### config.mk
export PLATFORM = sky130hd
export DESIGN_NAME = mux_rr_arbiter
export DESIGN_NICKNAME = d
export VERILOG_FILES = /design/src/rtl/mux_rr_arbiter.sv
export SDC_FILE = /design/constraint.sdc
export NUM_CORES = 1
export LEC_CHECK = 0
export CELL_PAD_IN_SITES_DETAIL_PLACEMENT = 0
export CELL_PAD_IN_SITES_GLOBAL_PLACEMENT = 2
export CORE_MARGIN = 2
export CORE_UTILIZATION = 30
export CTS_BUF_LIST = sky130_fd_sc_hd__clkbuf_8
export DETAILED_ROUTE_END_ITERATION = 8
export GPL_ROUTABILITY_DRIVEN = 0
export PLACE_DENSITY = 0.75
export SLEW_MARGIN = 20
export SYNTH_ARGS = -nofsm -noshare
export SYNTH_HDL_FRONTEND = slang
export SYNTH_SLANG_ARGS = --single-unit
### constraint.sdc
create_clock -name clk -period 2.1 [get_ports clk]
set_input_delay 0.42 -clock clk [delete_from_list [all_inputs] [get_ports clk]]
set_output_delay 0.42 -clock clk [all_outputs]
set_load 0.01 [all_outputs]
### src/rtl/mux_rr_arbiter.sv
// Round-robin arbiter driving the select lines of a shared 4:1 mux.
// A grant is held for at most MAX_HOLD cycles; handoff between requesters takes a single edge.
module mux_rr_arbiter #(
  parameter int MAX_HOLD = 4
) (
  input  logic       clk,
  input  logic       rst,
  input  logic [3:0] req,
  output logic [3:0] gnt,
  output logic       s0,
  output logic       s1,
  output logic       busy
);

  localparam logic [0:0] IDLE  = 1'b0;
  localparam logic [0:0] GRANT = 1'b1;
  localparam logic [3:0] HOLD_LIM = 4'(MAX_HOLD);

  logic [0:0] state;
  logic [1:0] owner;
  logic [1:0] ptr;
  logic [3:0] hold_cnt;

  logic       win_vld;
  logic [1:0] win;
  logic [1:0] idx;
  logic       keep;

  // Scan from ptr upward; the reversed loop lets the nearest candidate overwrite the rest.
  always_comb begin
    win_vld = 1'b0;
    win     = ptr;
    idx     = ptr;
    for (int k = 3; k >= 0; k--) begin
      idx = ptr + 2'(k);
      if (req[idx]) begin
        win_vld = 1'b1;
        win     = idx;
      end
    end
  end

  assign keep = req[owner] && (hold_cnt < HOLD_LIM);

  always_ff @(posedge clk) begin
    if (rst) begin
      state    <= IDLE;
      owner    <= 2'd0;
      ptr      <= 2'd0;
      hold_cnt <= 4'd0;
      gnt      <= 4'b0000;
      s0       <= 1'b0;
      s1       <= 1'b0;
      busy     <= 1'b0;
    end else if (state == GRANT && keep) begin
      hold_cnt <= hold_cnt + 4'd1;
    end else if (win_vld) begin
      // Covers both a fresh grant from IDLE and an immediate handoff on release.
      state    <= GRANT;
      owner    <= win;
      ptr      <= win + 2'd1;
      hold_cnt <= 4'd1;
      gnt      <= 4'b0001 << win;
      s0       <= win[1];
      s1       <= win[0];
      busy     <= 1'b1;
    end else begin
      // Nothing pending: drop to IDLE, selects keep their last value.
      state    <= IDLE;
      gnt      <= 4'b0000;
      busy     <= 1'b0;
    end
  end

endmodule

==> out/results.ini <==
[finish]
fin_util_pct=46.3
post_route_cells_drive_above_1_share_pct=21.7
synthToLayoutAreaGrowth_pct=50.0
antenna_cells=0
fin_nets=100
fin_area_sq_um=890
n_fill_cell=195

[cts]
root_buffer=clkbuf_8
h-tree-depth=1
cts.sinks=13
cts_max_path_buffers=2
cts_tree=built
postCtsSetupRepairBufs=0
cts_buffers=3
clkTransAtPathRegs_ns=0.05
clk_latency_ns=0.24

[critical_path]
reg2reg_depth=4
worst_setup_path_end_kind=register
critPathKind=primary input to register
r2r-end=gnt[2]$_SDFFE_PP0N_
path_cells=clkdlybuf4s50_1 > mux4_2 > and3_4 > or4b_1 > a21oi_1
crit_path_max_incr_delay_ns=0.50
r2r_start=owner[0]$_SDFFE_PP0P_
arrival_ns=2.16
startpoint=req[0]
reg2reg_setup_slack_ns=0.33
cp_max_fo=6
crit_path_start_kind=primary input
worst-endpoint-required_ns=2.28
critPathSlowestCell=or4b_1

[global_routing]
grt-ovfl-total=0
gr-usage-all-layers_pct=12.3
grt_max_degree=11
grt_pass1_vias=519
grt_pass1_wl_mm=2.24
antenna_found_initial=0

[sta]
final-setup-viol-count=0
maxSlewHeadroom_pct=83.0
hold_viol=0
tightest_slew_ns=0.252
tns_ns=0
finalCritPeriodShare_pct=94.2
rsz0062_at_grt=no
fmax_mhz=506
fin_worst_hold_slack_ns=0.449
report.final.slew_viol_count=0
final.min_clock_period_ns=1.98
fin_skew_ns=0.00375

[detailed_routing]
vias_per_cell=4.59
vias=546
first_pass_iters=4
antenna_left=0
drc=0
wl_mm=1.25
drt_iter0_drc=15
routedWlPerCell_um=10.5

[yosys]
ys.flop_type=dfxtp_1
synth_top_cell_area_share_pct=43.9
synth_compound_area_share_pct=16.9
synth_xor_area_share_pct=1.48
synthCells=64
synth-async-reset-ratio_pct=0
synth-seq-cells=13
synth_nets=71
seq_area_frac_synth_pct=43.9
yosysTopAreaCell=dfxtp_1
synth_edf_count=0
syn_area_per_cell_sq_um=9.27
synthTopCellsByCount=dfxtp_1 (13), nor2_1 (7), nand2_1 (5)
yosys.area_share.simple_pct=26.4
syn_area_sq_um=593
synth.most_common_cell=dfxtp_1
synth_top_family_by_area=simple AND/OR/NAND/NOR gates
synthAdderAreaFrac_pct=2.11
synthMuxAreaShare_pct=5.49
synth_cell_type_count=30
ys_top_cells_by_area=dfxtp_1 (44%), a211oi_1 (5.1%), nor2_1 (4.4%)
yosysWarnings=0

[run]
cap_violations=0

[placed_design]
hpwl_um=950
post_dp_cell_area_sq_um=837
port_buffers=12

[worst_hold_path]
min_to=gnt[3]$_SDFFE_PP0N_
min_path_cells=2
hp-class=register to register
worstHoldStart=gnt[3]$_SDFFE_PP0N_

[outcome]
status=finished clean

[floorplanning]
fp.dieW_um=48.5
rows=16
start_util_pct=30.9
io_pins=13
core_sq_mm=0.00192
die_y_um=48.5
die_area_sq_mm=0.00235

[power]
report.power.total_uw=733
power_leakage_uw=0.000387
p_per_area_mw_per_mm2=824
irDropWorstVdd_mv=0.499

## critical path, delay by kind of cell
family | cells | cell delay [ns]
buffers and inverters | 1 | 0.43
AND/OR/NAND/NOR | 2 | 0.71
multiplexers | 1 | 0.47
AO/OA/AOI/OAI | 1 | 0.13
## sequential cells by signal (all words and copies together) (netlist names)
register  count
gnt           4
hold_cnt      4
ptr           2
owner         1
s0            1
state         1
## kinds of logic after synthesis
group | Yosys count
and+or+nand+nor | 28
AOI/OAI and AO/OA | 15
DFF | 13
buffers and inverters | 4
muxes | 2
xor gates and xnor gates | 1
adders and majority gates | 1
## routing by layer
| metal | vias up | track usage (%) | routed length, um |
|---|---|---|---|
| met5 | - | 0 | 0 |
| met4 | 0 | 4.29 | 12 |
| met3 | 3 | 5.86 | 59 |
| met2 | 11 | 18.3 | 535 |
| met1 | 243 | 15.6 | 640 |
| li1 | 289 | - | - |
## cell usage in the layout, fill, tap and decap left out, drive strengths merged
master         netlist  layout
or4b                 1       1
o21ai                2       2
o211a                1       1
nand2b               2       2
or4                  1       1
dlymetal6s2s         0       1
or3                  1       1
nor2                 8       8
xnor2                1       1
nor4                 1       1
nand4b               1       1
buf                  1      14
a211oi               4       4
mux4                 1       1
mux2i                1       1
a21o                 1       1
clkdlybuf4s50        0      11
nand4                1       1
dfxtp               13      13
nand3                2       2
clkbuf               1       3
ha                   1       1
nand2                5       5
nor2b                2       2
and3                 2       2
a22oi                2       2
o31ai                1       1
inv                  2       3
a21oi                4       4
nand3b               1       1
## final cells by class
| cell class | count | area (sq um) | share of cell area [%] |
|---|---|---|---|
| Sequential cell | 13 | 260 | 29.3 |
| Clock inverter | 1 | 3.75 | 0.422 |
| Timing Repair Buffer | 26 | 228 | 25.6 |
| Multi-Input combinational cell | 47 | 315 | 35.4 |
| Clock buffer | 3 | 41.3 | 4.64 |
| Inverter | 2 | 7.51 | 0.844 |
| Tap cell | 27 | 33.8 | 3.80 |
## report_power, final
group / switching (uW) / internal (uW) / leakage [uW]
registers: 22.3 / 277 / 0.000107
logic: 89.3 / 129 / 0.000253
clock network: 86.3 / 129 / 0.0000269
## metrics by stage
step	cells	setup WS (ns)
2_1_floorplan	64	0.237
3_3_place_gp	115	-0.166
3_5_place_dp	115	-0.197
4_1_cts	119	0.0586
5_1_grt	119	0.0391
6_report	119	0.122
## worst max path at each step
stage	endpoint	slack, ns	cells after the start
floorplan	gnt[2]$_SDFFE_PP0N_	0.24	5
global route	gnt[0]$_SDFFE_PP0N_	0.04	8
detailed placement	gnt[2]$_SDFFE_PP0N_	-0.20	5
CTS	gnt[2]$_SDFFE_PP0N_	0.06	5
finish	gnt[2]$_SDFFE_PP0N_	0.12	5
global placement	gnt[2]$_SDFFE_PP0N_	-0.17	5
## what timing repair did
item	in CTS	in global routing
hold endpoints to repair	0	0
resized for setup	0	2
endpoints found under the setup margin	0	1
hold buffers	0	0
(Power assumes the default switching activity.)
